## src/rtl/cache_mux_types.sv

```systemverilog
// Types shared by the L1-to-L2 muxing logic.
// Arbiter FSM states, grant identity and L2 op kind.
package cache_mux_types;

  typedef enum logic [1:0] {
    IDLE    = 2'd0,
    SERVE_I = 2'd1,
    SERVE_D = 2'd2
  } arb_state_t;

  typedef enum logic {
    INST = 1'b0,
    DATA = 1'b1
  } grant_t;

  typedef enum logic {
    OP_READ  = 1'b0,
    OP_WRITE = 1'b1
  } l2_op_t;

endpackage

```

## src/rtl/rv32i_types.sv

```systemverilog
// Core-wide shared types and constants.
// Only what the cache/arbiter slice needs lives here.
package rv32i_types;

  localparam int perf_counter_width = 32;

endpackage

```

## src/rtl/perf_counter.sv

```systemverilog
// Saturating event counter for performance monitoring.
// Holds at all-ones instead of wrapping.
module perf_counter
  import rv32i_types::*;
#(
  parameter int W = perf_counter_width
) (
  input  logic         clk,
  input  logic         rst,
  input  logic         inc,
  output logic [W-1:0] count
);

  logic [W-1:0] count_q;
  logic [W-1:0] count_d;

  // Next count: bump on event unless already saturated.
  always_comb begin
    count_d = count_q;
    if (inc && (count_q != {W{1'b1}})) begin
      count_d = count_q + 1'b1;
    end
  end

  // Counter register.
  always_ff @(posedge clk) begin
    if (rst) begin
      count_q <= '0;
    end else begin
      count_q <= count_d;
    end
  end

  assign count = count_q;

endmodule

```

## src/rtl/l2_arbiter.sv

```systemverilog
// Round-robin arbiter of I/D L1 line misses onto the L2 CPU port.
// One transaction at a time; an IDLE cycle separates every grant.
module l2_arbiter
  import cache_mux_types::*;
  import rv32i_types::*;
#(
  parameter int s_line = 256,
  parameter int s_addr = 32
) (
  input  logic              clk,
  input  logic              rst,
  input  logic              i_read,
  input  logic [s_addr-1:0] i_address,
  output logic [s_line-1:0] i_rdata,
  output logic              i_resp,
  input  logic              d_read,
  input  logic              d_write,
  input  logic [s_addr-1:0] d_address,
  input  logic [s_line-1:0] d_wdata,
  output logic [s_line-1:0] d_rdata,
  output logic              d_resp,
  output logic              l2_read,
  output logic              l2_write,
  output logic [s_addr-1:0] l2_address,
  output logic [s_line-1:0] l2_wdata,
  input  logic [s_line-1:0] l2_rdata,
  input  logic              l2_resp
);

  arb_state_t        state_q, state_d;
  grant_t            last_grant_q, last_grant_d;
  logic [s_addr-1:0] addr_q, addr_d;
  logic [s_line-1:0] wdata_q, wdata_d;
  l2_op_t            op_q, op_d;

  logic i_req;
  logic d_req;
  logic grant_i;
  logic grant_d;
  logic contention;

  logic [perf_counter_width-1:0] num_i_grants;
  logic [perf_counter_width-1:0] num_d_grants;
  logic [perf_counter_width-1:0] num_contention;

  assign i_req = i_read;
  assign d_req = d_read | d_write;

  // Grant decision, latching of the winner's request, FSM advance.
  always_comb begin
    state_d      = state_q;
    last_grant_d = last_grant_q;
    addr_d       = addr_q;
    wdata_d      = wdata_q;
    op_d         = op_q;
    grant_i      = 1'b0;
    grant_d      = 1'b0;
    contention   = 1'b0;
    unique case (state_q)
      IDLE: begin
        contention = i_req & d_req;
        if (i_req && (!d_req || last_grant_q == DATA)) begin
          grant_i = 1'b1;
        end else if (d_req) begin
          grant_d = 1'b1;
        end
        if (grant_i) begin
          state_d      = SERVE_I;
          last_grant_d = INST;
          addr_d       = i_address;
        end
        if (grant_d) begin
          state_d      = SERVE_D;
          last_grant_d = DATA;
          addr_d       = d_address;
          wdata_d      = d_wdata;
          op_d         = d_write ? OP_WRITE : OP_READ;
        end
      end
      SERVE_I, SERVE_D: begin
        if (l2_resp) begin
          state_d = IDLE;
        end
      end
      default: begin
        state_d = IDLE;
      end
    endcase
  end

  // Arbiter state and latched transaction.
  always_ff @(posedge clk) begin
    if (rst) begin
      state_q      <= IDLE;
      last_grant_q <= INST;
      addr_q       <= '0;
      wdata_q      <= '0;
      op_q         <= OP_READ;
    end else begin
      state_q      <= state_d;
      last_grant_q <= last_grant_d;
      addr_q       <= addr_d;
      wdata_q      <= wdata_d;
      op_q         <= op_d;
    end
  end

  // L2 request and L1 completion, purely from current state.
  always_comb begin
    l2_read  = 1'b0;
    l2_write = 1'b0;
    i_resp   = 1'b0;
    d_resp   = 1'b0;
    unique case (state_q)
      SERVE_I: begin
        l2_read = 1'b1;
        i_resp  = l2_resp;
      end
      SERVE_D: begin
        l2_read  = (op_q == OP_READ);
        l2_write = (op_q == OP_WRITE);
        d_resp   = l2_resp;
      end
      default: begin
        l2_read  = 1'b0;
        l2_write = 1'b0;
      end
    endcase
  end

  assign l2_address = addr_q;
  assign l2_wdata   = wdata_q;
  assign i_rdata    = l2_rdata;
  assign d_rdata    = l2_rdata;

  perf_counter #(
    .W(perf_counter_width)
  ) u_num_i_grants (
    .clk  (clk),
    .rst  (rst),
    .inc  (grant_i),
    .count(num_i_grants)
  );

  perf_counter #(
    .W(perf_counter_width)
  ) u_num_d_grants (
    .clk  (clk),
    .rst  (rst),
    .inc  (grant_d),
    .count(num_d_grants)
  );

  perf_counter #(
    .W(perf_counter_width)
  ) u_num_contention (
    .clk  (clk),
    .rst  (rst),
    .inc  (contention),
    .count(num_contention)
  );

endmodule

```

## config.mk

```make
export PLATFORM = sky130hd
export DESIGN_NAME = l2_arbiter
export DESIGN_NICKNAME = d
export VERILOG_FILES = /design/src/rtl/cache_mux_types.sv /design/src/rtl/rv32i_types.sv /design/src/rtl/perf_counter.sv /design/src/rtl/l2_arbiter.sv
export SDC_FILE = /design/constraint.sdc
export NUM_CORES = 1
export LEC_CHECK = 0
export CAP_MARGIN = 20
export CORE_AREA = 2 2 535 537
export CTS_CLUSTER_SIZE = 8
export DETAILED_ROUTE_END_ITERATION = 10
export DIE_AREA = 0 0 537 539
export GPL_TIMING_DRIVEN = 0
export PLACE_DENSITY_LB_ADDON = 0.1
export SLEW_MARGIN = 20
export SYNTH_ARGS = -nofsm -noshare
export SYNTH_HDL_FRONTEND = slang
export SYNTH_HIERARCHICAL = 1
export SYNTH_SLANG_ARGS = --single-unit
```

## constraint.sdc

```tcl
create_clock -name clk -period 1.48 [get_ports clk]
set_input_delay 0.148 -clock clk [delete_from_list [all_inputs] [get_ports clk]]
set_output_delay 0.148 -clock clk [all_outputs]
set_load 0.01 [all_outputs]
```

== Yosys cells after proc, flatten, opt, wreduce, memory -nomap -nowiden ==
Cells that the tools add are included.

* Output and inout bits: 804
* Flip-flop bits (word level): 292
* Bits of input ports: 582
* Word-level logic and storage cells: 38

* Bitwise operators: 2
* Eq/ne operators: 4
* Reduce and logical (&&, ||, !) cells: 9
* Muxes and demuxes: 18

{| class="wikitable"
|+ Operator list
! cell !! count
|-
| 32-bit two-way mux || 2
|-
| 1-bit two-way mux || 11
|-
| 2-bit two-way mux || 3
|-
| 2-bit AND reduction || 3
|-
| 2-bit case mux with 2 select lines || 1
|-
| 3-bit inequality test, second input constant || 1
|-
| 2-bit by 1-bit == test with 1-bit output, second input constant || 1
|-
| 2-bit == test, second input constant || 1
|-
| 2-bit logical NOT || 1
|-
| 2-bit inequality test, second input constant || 1
|-
| 1-bit case mux with 2 select lines || 1
|-
| 2-bit nonzero test || 1
|-
| 2-bit OR reduction || 1
|-
| 1-bit logical AND || 1
|-
| 1-bit logical NOT || 1
|-
| 1-bit logical OR || 1
|-
| 1-bit NOT || 1
|-
| 1-bit OR || 1
|}

== Depth between registers and ports, before layout ==
* Word-level depth: 9
* Depth in mapped cells: 8
* Mapped depth without buffers: 5

== Least setup slack after synthesis ==
OpenSTA, ideal clock, no wires.

* Kind: reg-to-reg
* From: register state_q[0]
* To: register state_q[1]
* Library setup time: 0.096 ns
* Buffers on the path: 3
* Period minus slack after synthesis: 1.600 ns
* Cell stages (with the launch flop): 8
* Data required time: 1.384 ns
* Arrival time: 1.505 ns
* Setup slack: -0.120 ns
* Cell sequence: dfxtp_1 -> inv_1 -> ha_1 -> buf_2 -> buf_2 -> clkbuf_1 -> nand2_1 -> o41ai_2

* Word-level cells in the longest chain between the ends: 4
* Elaborated cells between the ends (all ways): 8
* Classes of those cells: eq/ne: 4; mux: 1; reduce/logical: 3

{| class="wikitable"
|+ RTL lines
! item !! line !! text
|-
| start: declaration || l2_arbiter.sv:30 || <nowiki>arb_state_t state_q, state_d;</nowiki>
|-
| start signal: assignment || l2_arbiter.sv:100 || <nowiki>state_q <= state_d;</nowiki>
|-
| 2-bit == test or 2-bit by 1-bit == test with 1-bit output (tied branches) || l2_arbiter.sv:59 || <nowiki>unique case (state_q)</nowiki>
|-
| 2-bit OR reduction || l2_arbiter.sv:59 ||
|-
| 2-bit inequality test (no source line) || - ||
|-
| 2-bit AND reduction (no source line) || - ||
|}

Parallel ways exist; a longest one is shown, timed or not.
A chain may end at the register's enable or synchronous reset.

== Worst setup path after layout ==
* From: register state_q[1]
* To: register wdata_q[110] (netlist: l2_wdata[110])

* Word-level cells in the longest chain between the ends: 2

{| class="wikitable"
|+ RTL lines
! item !! line !! text
|-
| 2-bit logical NOT || l2_arbiter.sv:59 ||
|-
| 2-bit AND reduction (no source line) || - ||
|-
| end signal: assignment || l2_arbiter.sv:103 || <nowiki>wdata_q <= wdata_d;</nowiki>
|-
| end: declaration || l2_arbiter.sv:33 || <nowiki>logic [s_line-1:0] wdata_q, wdata_d;</nowiki>
|}

No other way between the ends.

==> results.ini <==
[global_route]
grt_max_degree = 14
grt_pass1_wl_um = 197000
overflow = 0
antenna_found_initial = 57
first_global_vias = 19381
grt.total_usage_pct = 10.2

[worst_hold_path]
hold_path_class = input pin to register
min_path_cells = 3
min-delay-start = d_wdata[187]

[sta]
drv_slew = 0
grt_setup_unrepaired = true
setup_ws_ns = -0.360
fmax_mhz = 543
finalHoldViolCount = 0
final.setup_skew_ns = 0.0163
finalCritPeriodShare_pct = 124
slew_headroom_pct = 45.0
worstMarginPinSlew_ns = 0.824
fin_tns_setup_ns = -91.18
fin_crit_ns = 1.84
finalSetupViolations = 449

[synthesis]
synth_edf_count = 0
ys_seq_area_share_pct = 38.7
synth.area.top_cells = dfxtp_1 (39%), buf_4 (26%), nand3_1 (9.1%), a21oi_1 (8.6%), o21ai_0 (8.6%)
ys.flop_type = dfxtp_1
synthTopCellsByCount = buf_4 (514), dfxtp_1 (292), nand3_1 (273), a21oi_1 (259), o21ai_0 (259)
ys_warn_count = 6
syn_inst = 1894
synth_top_area_share_pct = 38.7
avgSynthCellArea_um2 = 7.97
synth-seq-cells = 292
syn_area_um2 = 15100
yosysUniqueCellTypes = 27
synth_most_common_cell = buf_4
yosys.area.top_type = dfxtp_1
synthArstFlopShare_pct = 0
synth_nets = 2479

[detailed_routing]
num_vias = 18608
drt-vias-per-instance = 2.63
drc = 0
drt_wl_total_um = 156000
final_antenna_net_count = 0
drt-pass1-iter-count = 4
avgRoutedWirePerCell_um = 22.1
drt_iter0_markers = 610

[job]
max_cap_viol_count = 0

[floorplanning]
core-area_um2 = 284000
die_w_um = 537
ioPinCount = 1386
die_y_um = 539
start_util_pct = 5.31
die_area_um2 = 289000
rows = 196

[pwr]
power_density_nw_per_um2 = 1050
power_uw = 37400
peakVddDrop_mv = 0.766
leakage_uw = 0.0142

[worst_setup_path]
r2r_slack_ns = -0.36
end_kind = register
worstReg2RegEnd = l2_wdata[110]
cp_max_fo = 6
ff2ff_path_depth = 9
crit_buf_inv = 6
required_ns = 1.99
path_cells = inv_2, ha_1, buf_12, clkbuf_16, bufbuf_16, buf_4, clkbuf_8, nand3_1, a21oi_1
slowest_stage = dfxtp_4
crit_family = buffers and inverters
cp-endpoint = l2_wdata[110]
cpPeakStageDelay_ns = 0.37
cp-startpoint = state_q[1]
r2r_start = state_q[1]
arrival_ns = 2.35
start_kind = register
critical_path_depth = 9
crit_type = register to register

[placement]
dpl.hpwl_um = 131000
place.gp.congestion = 0.830
io_buffers = 1127

[clocking]
cts_buffers = 48
cts_max_level = 2
clkTransAtPathRegs_ns = 0.06
ctsRootBufferMaster = clkbuf_16
cts_tree = done
cts_sinks = 292
clockBufferDepth = 3
clk_latency_ns = 0.65

[final_layout]
drive_gt1_share_pct = 25.9
syn2layout_area_growth_pct = 136
fin_util_pct = 12.6
layout.nets = 3846

[status]
status = finished with violations
violations = setup timing

## metal layers
| metal | GRT usage (%) | share of wire, % | up-vias |
|---|---|---|---|
| met1 | 10.1 | 35 | 8640 |
| met2 | 19.1 | 52 | 961 |
| met5 | 0 | 0.16 | - |
| li1 | - | - | 8815 |
| met4 | 2.27 | 2.0 | 40 |
| met3 | 4.94 | 11 | 152 |
## stage by stage
stage / hold slack (ns) / cells / instance area (µm²) / worst slack, ns
global placement: 0.463 / 6783 / 31100 / -2.19
finish: 0.0864 / 7070 / 35700 / -0.360
floorplan: 0.296 / 1894 / 15100 / -0.00911
detailed placement: 0.466 / 6787 / 31200 / -2.17
global route: 0.0423 / 7057 / 35600 / -0.454
CTS: -0.00721 / 7037 / 35200 / -0.474
## worst min path at each step
stage | slack (ns) | end
finish | 0.09 | l2_wdata[187]
global route | 0.04 | l2_wdata[213]
CTS | -0.007 | last_grant_q
detailed placement | 0.47 | l2_wdata[33]
global placement | 0.46 | l2_wdata[212]
floorplan | 0.30 | l2_wdata[0]
## worst reg2reg max path: stages, from the launching register on
cell and delay [ns]:
dfxtp_4 0.37, inv_2 0.05, ha_1 0.22, buf_12 0.16, clkbuf_16 0.17, bufbuf_16 0.29
buf_4 0.13, clkbuf_8 0.15, nand3_1 0.09, a21oi_1 0.06
## where the power goes
group	switching (µW)	internal [µW]	leakage, µW	total (µW)
logic	7950	7820	0.0110	15800
clock network	4830	6980	0.000754	11800
registers	760	9040	0.00241	9800
total	13500	23800	0.0142	37400
## logic make-up (layout without fill, tap and decap cells)
family                   Yosys count  after routing  share of synthesized area [%]
AO/OA/AOI/OAI                    557            558                           19.3
buffers and inverters            679           2071                           30.0
other                              0             21                              0
flip-flops                       292            292                           38.7
adder cells (fa/ha/maj)            3              3                          0.249
AND/OR/NAND/NOR                  363            363                           11.7
## placed cells by master, fill, tap and decap left out, types with 53 or more instances in the layout
master / n
buf_2: 53
a21oi_1: 259
dlymetal6s2s_1: 55
dlygate4sd3_1: 149
o21ai_0: 212
dlygate4sd2_1: 54
buf_4: 543
clkbuf_16: 73
nand3_1: 267
dfxtp_1: 277
clkdlybuf4s50_1: 948
## registers in the layout, summed over array words and instances, names as in the netlist
name,count
l2_address,32
l2_wdata,256
last_grant_q,1
op_q,1
state_q,2
## cell type report
cell class / count / area, µm²
inverters: 3 / 27.5
fillers: 32699 / 248000
repair buffers: 1316 / 13200
clock inverters: 8 / 149
multi-input cells: 924 / 4860
flip-flops and latches: 292 / 5870
well taps: 3762 / 4710
diodes: 21 / 52.6
clock buffers: 68 / 1390
plain buffers: 676 / 5370
## what timing repair did
action	in CTS	in global routing
gates cloned	10	3
pin swaps	10	3
hold endpoints to repair	143	0
buffers inserted	15	9
hold buffers	149	0
setup endpoints to repair	584	547
resized for setup	483	309
No activity file was read; power rests on OpenSTA's default activity.
